**src/rtl/isq_enq_stage_pkg.sv**
```systemverilog
// isq_enq_stage_pkg: shared ISQ robid field location, robid type and wrap-aware age compare
package isq_enq_stage_pkg;
  localparam int ROB_SIZE_LOG = 6;
  localparam int ROBID_MSB = 247;
  localparam int ROBID_LSB = 241;
  typedef logic [ROB_SIZE_LOG:0] robid_t;
  function automatic logic rob_is_younger(robid_t rob, robid_t point);
    return point[ROB_SIZE_LOG] ^ rob[ROB_SIZE_LOG] ^ (point[ROB_SIZE_LOG-1:0] < rob[ROB_SIZE_LOG-1:0]);
  endfunction
endpackage

```
**src/rtl/isq_stage_entry.sv**
```systemverilog
// isq_stage_entry: one staging slot (write/clear/kill in; valid, data, live-merged condition, index out) snooping condition broadcasts
module isq_stage_entry
  import isq_enq_stage_pkg::*;
#(
  parameter int DATA_WIDTH = 248,
  parameter int CONDITION_WIDTH = 2,
  parameter int INDEX_WIDTH = 4
) (
  input  logic                       clock,
  input  logic                       reset_n,
  input  logic                       write,
  input  logic                       clear,
  input  logic                       kill,
  input  logic [DATA_WIDTH-1:0]      write_data,
  input  logic [CONDITION_WIDTH-1:0] write_condition,
  input  logic [INDEX_WIDTH-1:0]     write_index,
  input  logic                       update_valid,
  input  robid_t                     update_robid,
  input  logic [CONDITION_WIDTH-1:0] update_mask,
  input  logic [CONDITION_WIDTH-1:0] update_in,
  output logic                       valid,
  output logic [DATA_WIDTH-1:0]      data,
  output logic [CONDITION_WIDTH-1:0] condition,
  output logic [INDEX_WIDTH-1:0]     index
);
  logic [CONDITION_WIDTH-1:0] cond_q;
  logic hit, write_hit;
  assign hit = update_valid & valid & (data[ROBID_MSB:ROBID_LSB] == update_robid);
  assign write_hit = update_valid & (write_data[ROBID_MSB:ROBID_LSB] == update_robid);
  assign condition = hit ? (cond_q & ~update_mask) | (update_in & update_mask) : cond_q;
  always_ff @(posedge clock or negedge reset_n) begin
    if (!reset_n) begin
      valid <= 1'b0;
      data <= '0;
      cond_q <= '0;
      index <= '0;
    end else if (write) begin
      valid <= 1'b1;
      data <= write_data;
      cond_q <= write_hit ? (write_condition & ~update_mask) | (update_in & update_mask) : write_condition;
      index <= write_index;
    end else begin
      if (clear | kill) valid <= 1'b0;
      cond_q <= condition;
    end
  end
endmodule

```
**src/rtl/isq_enq_stage.sv**
```systemverilog
// isq_enq_stage: 2-entry dispatch-to-age-buffer staging FIFO (disp_* in, enq_* out, condition snoop, flush kill, occupancy)
module isq_enq_stage
  import isq_enq_stage_pkg::*;
#(
  parameter int DATA_WIDTH = 248,
  parameter int CONDITION_WIDTH = 2,
  parameter int INDEX_WIDTH = 4
) (
  input  logic                       clock,
  input  logic                       reset_n,
  input  logic                       disp_valid,
  output logic                       disp_ready,
  input  logic [DATA_WIDTH-1:0]      disp_data,
  input  logic [CONDITION_WIDTH-1:0] disp_condition,
  input  logic [INDEX_WIDTH-1:0]     disp_index,
  output logic                       enq_valid,
  input  logic                       enq_ready,
  output logic [DATA_WIDTH-1:0]      enq_data,
  output logic [CONDITION_WIDTH-1:0] enq_condition,
  output logic [INDEX_WIDTH-1:0]     enq_index,
  input  logic                       update_condition_valid,
  input  logic [ROB_SIZE_LOG:0]      update_condition_robid,
  input  logic [CONDITION_WIDTH-1:0] update_condition_mask,
  input  logic [CONDITION_WIDTH-1:0] update_condition_in,
  input  logic                       flush_valid,
  input  logic [ROB_SIZE_LOG:0]      flush_robid,
  output logic [1:0]                 occupancy
);
  logic head_ptr, tail_ptr, head_next, accept, pop, head_kill;
  logic [1:0] count, count_next, e_valid, kill, keep, write, clear;
  logic [DATA_WIDTH-1:0] e_data [2];
  logic [CONDITION_WIDTH-1:0] e_cond [2];
  logic [INDEX_WIDTH-1:0] e_index [2];
  assign disp_ready = (count < 2'd2) & ~flush_valid;
  assign accept = disp_valid & disp_ready;
  assign head_kill = kill[head_ptr];
  assign enq_valid = e_valid[head_ptr] & ~head_kill;
  assign pop = enq_valid & enq_ready;
  assign enq_data = e_data[head_ptr];
  assign enq_condition = e_cond[head_ptr];
  assign enq_index = e_index[head_ptr];
  assign occupancy = count;
  for (genvar i = 0; i < 2; i++) begin : g_entry
    assign kill[i] = flush_valid & e_valid[i] & rob_is_younger(e_data[i][ROBID_MSB:ROBID_LSB], flush_robid);
    assign clear[i] = kill[i] | (pop & (head_ptr == 1'(i)));
    assign write[i] = accept & (tail_ptr == 1'(i));
    assign keep[i] = e_valid[i] & ~clear[i];
    isq_stage_entry #(
      .DATA_WIDTH(DATA_WIDTH),
      .CONDITION_WIDTH(CONDITION_WIDTH),
      .INDEX_WIDTH(INDEX_WIDTH)
    ) u_entry (
      .clock(clock),
      .reset_n(reset_n),
      .write(write[i]),
      .clear(clear[i]),
      .kill(kill[i]),
      .write_data(disp_data),
      .write_condition(disp_condition),
      .write_index(disp_index),
      .update_valid(update_condition_valid),
      .update_robid(update_condition_robid),
      .update_mask(update_condition_mask),
      .update_in(update_condition_in),
      .valid(e_valid[i]),
      .data(e_data[i]),
      .condition(e_cond[i]),
      .index(e_index[i])
    );
  end
  // Head follows the oldest survivor; a killed head with a surviving second entry hands over to it.
  assign count_next = 2'(keep[0]) + 2'(keep[1]) + 2'(accept);
  assign head_next = keep[head_ptr] ? head_ptr : keep[~head_ptr] ? ~head_ptr : accept ? tail_ptr : head_ptr;
  always_ff @(posedge clock or negedge reset_n) begin
    if (!reset_n) begin
      head_ptr <= 1'b0;
      tail_ptr <= 1'b0;
      count <= 2'd0;
    end else begin
      head_ptr <= head_next;
      tail_ptr <= head_next ^ count_next[0];
      count <= count_next;
    end
  end
endmodule

```
**config.mk**
```make
export PLATFORM = sky130hd
export DESIGN_NAME = isq_enq_stage
export DESIGN_NICKNAME = d
export VERILOG_FILES = /design/src/rtl/isq_enq_stage_pkg.sv /design/src/rtl/isq_stage_entry.sv /design/src/rtl/isq_enq_stage.sv
export SDC_FILE = /design/constraint.sdc
export NUM_CORES = 1
export LEC_CHECK = 0
export ABC_AREA = 1
export BUFFER_PORTS_ARGS = -buffer_cell sky130_fd_sc_hd__buf_2
export CELL_PAD_IN_SITES_DETAIL_PLACEMENT = 1
export CELL_PAD_IN_SITES_GLOBAL_PLACEMENT = 1
export CORE_ASPECT_RATIO = 1.4
export CORE_MARGIN = 1
export CORE_UTILIZATION = 40
export CTS_CLUSTER_SIZE = 10
export DETAILED_ROUTE_END_ITERATION = 10
export PLACE_DENSITY_LB_ADDON = 0.1
export SETUP_SLACK_MARGIN = 0.5
export SLEW_MARGIN = 20
export SYNTH_ARGS = -nofsm -noshare
export SYNTH_HDL_FRONTEND = slang
export SYNTH_SLANG_ARGS = --single-unit
export TNS_END_PERCENT = 50
```
**constraint.sdc**
```tcl
create_clock -name clock -period 2.6 [get_ports clock]
set_input_delay 0.26 -clock clock [delete_from_list [all_inputs] [get_ports clock]]
set_output_delay 0.26 -clock clock [all_outputs]
set_load 0.01 [all_outputs]
```
==> out/qor.yml <==
status:
  outcome: "finished, final reports clean"
routing:
  drt_iter0_drc: 1457
  wl_met2_mm: 57.7
  wl_per_cell_um: 24.4
  via_per_inst: 5.28
  drtAntennaViolNets: 0
  drt-total-wl_mm: 110
  top_layer: "met5"
  vias: 23800
  drc: 0
  wl_met1_mm: 39.3
  wl_met3_mm: 6.54
  firstDrtPassIters: 6
power_and_ir_drop:
  power_frac_seq_pct: 29.1
  p_int_w: 0.0294
  swShare_pct: 43.6
  switchingPower_w: 0.0227
  clkPwrFrac_pct: 13.9
  pwr-share-comb_pct: 57.0
  ir_drop_uv: 758
  p_leak_nw: 20.4
  powerDensity_nw_per_um2: 1370
grt:
  grt_max_degree: 137
  antenna_found_initial: 13
  grtUsageTotal_pct: 31.6
  overflow: 0
  grt_pass1_wl_mm: 148
  grt_pass1_vias: 25600
yosys:
  synthCells: 2886
  syn-num-nets: 3175
  ys_seq_elements: 514
  synth-edff-count: 0
  syn_avg_cell_area_um2: 8.33
  synth_async_sr_flop_share_pct: 100
  yosysTopAreaCell: "dfrtp_1"
  synth.distinct_cells: 37
  ys.flop_type: "dfrtp_1"
  synth_area_leaders: "dfrtp_1 (53%), nand2_1 (21%), o21ai_2 (7.3%), o21ai_1 (5.4%), inv_1 (4.4%)"
  yosys_warnings: 0
  synthTopCellsByCount: "nand2_1 (1331), dfrtp_1 (514), inv_1 (284), o21ai_1 (260), o21ai_2 (201)"
  synth.most_common_cell: "nand2_1"
  synth_area_um2: 24100
  ys_seq_area_share_pct: 53.5
  synthDominantCellAreaShare_pct: 53.5
place:
  hpwl_mm: 51.1
  finalWeightedCongestion: 0.833
  numPortBuffers: 535
  postPlaceCellArea_um2: 27100
worst_setup_path:
  end_kind: "output port"
  arrival_ns: 2.17
  timing_worst_setup_path_type: "reg2out"
  critPathMaxFanout: 5
  slowest_delay_ns: 0.45
  crit_required_ns: 2.34
  rr_worst_depth: 16
  cp-start-kind: "flop"
  critPathBufInv: 2
  timing.rr.start: "g_entry[1].u_entry.data[246]"
  crit_family: "flip-flops"
  path_cells: "nand2_1 > o2111ai_1 > a211oi_1 > nand2_2 > buf_4 > nand2_1 > o21ai_1 > nand2_1 > nand2_1 > buf_2"
  worstReg2RegEnd: "tail_ptr"
  regToRegSetupSlack_ns: 0.20
  slowest_stage: "dfrtp_2"
  crit_top_cell: "nand2_1"
timing:
  drv_slew: 0
  hold-worst-slack_ns: 0.0484
  period_needed_ns: 2.43
  finalHoldViolations: 0
  max_slew_margin_pct: 44.7
  setup_viol: 0
  final.setup.tns_ns: 0
  clock-skew-final_ns: 0.0297
  finalCritPeriodShare_pct: 93.6
  fmax_mhz: 411
  max_slew.worst_pin.slew_ns: 0.829
  rsz0062_at_grt: "true"
worst_hold_path:
  min-delay-start: "disp_condition[1]"
  hold_class: "in2reg"
  min_path_cells: 5
  whs_endpoint: "g_entry[1].u_entry.cond_q[1]"
finish:
  drive_gt1_share_pct: 40.4
  final_cell_area_um2: 38100
  layout.nets: 4032
  syn_to_final_growth_pct: 58.5
floorplanning:
  fp.dieH_um: 292
  initial_core_util_pct: 40.4
  dieArea_um2: 61100
  die_width_um: 209
  fp.coreArea_um2: 59500
  ios: 536
  row_count: 106
clock_tree:
  clkSinkCount: 514
  cts_made_buffers: 57
  clk_pin_slew_ns: 0.06
  cts-root-buf: "clkbuf_16"
  htreeDepth: 2
  cts_tree: "done"
  clkLatencyLatePin_ns: 0.63
  clockBufferDepth: 3
flow_run:
  cap_viol_max_count: 0
flip-flops by register name, summed over array words and instances, names as in the netlist:
name,count
g_entry.u_entry.data,496
occupancy,2
g_entry.u_entry.valid,2
g_entry.u_entry.index,8
tail_ptr,1
g_entry.u_entry.cond_q,4
head_ptr,1
cell type report:
| class | instances | area (um^2) |
|---|---|---|
| clock inverters | 1 | 16.3 |
| inverters | 289 | 1130 |
| repair inverters | 7 | 138 |
| diodes | 12 | 30.0 |
| repair buffers | 959 | 9710 |
| clock buffers | 64 | 1480 |
| multi-input cells | 1915 | 11800 |
| flip-flops and latches | 514 | 12900 |
| fillers | 6409 | 21400 |
| well taps | 756 | 946 |
power by group through the flow:
stage	Combinational (W)	Sequential [W]	Clock, W
after floorplan	0.0104	0.0133	0
final	0.0298	0.0152	0.00724
after global placement	0.0156	0.0137	0
after detailed placement	0.0161	0.0140	0
after CTS	0.0240	0.0141	0.00728
after global routing	0.0314	0.0155	0.00760
layer usage:
metal | GRT usage (%) | vias up
li1 | - | 10700
met1 | 34.7 | 12000
met5 | 0 | -
met3 | 6.66 | 352
met2 | 57.8 | 832
met4 | 14.2 | 4
cells in the final DEF (no fill, tap or decap), types with 2 or more instances in the layout:
master,n
nand2_1,833
dfrtp_1,511
buf_2,345
nand2_4,301
inv_1,276
o21ai_1,263
dlygate4sd3_1,254
o21ai_2,204
nand2_2,199
buf_6,199
clkbuf_16,65
buf_16,62
o21ai_0,51
buf_12,45
buf_4,39
diode_2,12
inv_2,9
buf_8,8
xor2_1,6
ha_4,6
nor2_1,5
clkbuf_1,5
xnor2_1,4
nand3_2,4
clkinv_16,4
a21oi_1,4
inv_8,4
nand4_1,4
ha_1,4
nor2_4,3
nand3_4,2
nor3_1,2
o2111ai_1,2
nor4_2,2
nand3_1,2
clkinv_8,2
dfrtp_2,2
metrics by stage:
step	std cells	utilization, %	setup WS, ns	total power [W]
2_1_floorplan	2886	-	0.333	0.0237
6_report	4517	64.0	0.166	0.0522
4_1_cts	4467	58.9	0.0314	0.0455
3_5_place_dp	4051	45.5	0.106	0.0300
3_3_place_gp	4051	45.5	0.176	0.0293
5_1_grt	4517	64.0	-0.0000497	0.0545
what timing repair did:
action,4_1_cts,5_1_grt
cloned,60,8
setup buffers,37,30
hold buffers,254,0
setup endpoints to repair,255,315
hold endpoints to repair,558,0
pin swaps,99,159
gates resized for setup,552,663
logic make-up (layout without fill, tap and decap cells):
group	Yosys count	count (layout)	share of synthesized area, %
xor+xnor	10	10	0.364
fa+ha+maj	11	11	0.603
compound gates	533	533	14.4
buf+inv	457	1320	9.51
other cells	0	12	0
flops	514	514	53.5
simple gates	1361	1361	21.6
worst reg2reg max path, stage by stage (launching register included):
cell and delay (ns):
dfrtp_1 0.40, inv_2 0.10, ha_4 0.21, nand2_4 0.08
inv_2 0.04, a21oi_4 0.17, nand2_2 0.07, nand2_2 0.07
nand3_4 0.09, nand3_4 0.10, nand2_4 0.07, nand2_4 0.07
o211ai_4 0.09, fa_1 0.58, inv_2 0.05, nand2_1 0.06
nand2_1 0.04
worst max-delay path by stage:
stage | startpoint | endpoint | slack [ns] | cells after the start
after floorplan | g_entry[1].u_entry.data[245] | tail_ptr | 0.33 | 16
after global placement | g_entry[1].u_entry.data[245] | tail_ptr | 0.18 | 16
after detailed placement | g_entry[0].u_entry.data[246] | tail_ptr | 0.11 | 16
after CTS | g_entry[0].u_entry.data[247] | enq_condition[1] | 0.03 | 8
after global routing | g_entry[1].u_entry.data[247] | enq_condition[1] | -0.00005 | 9
final | g_entry[1].u_entry.data[247] | enq_condition[0] | 0.17 | 10
Note: power is estimated with default switching activity, not from simulation.
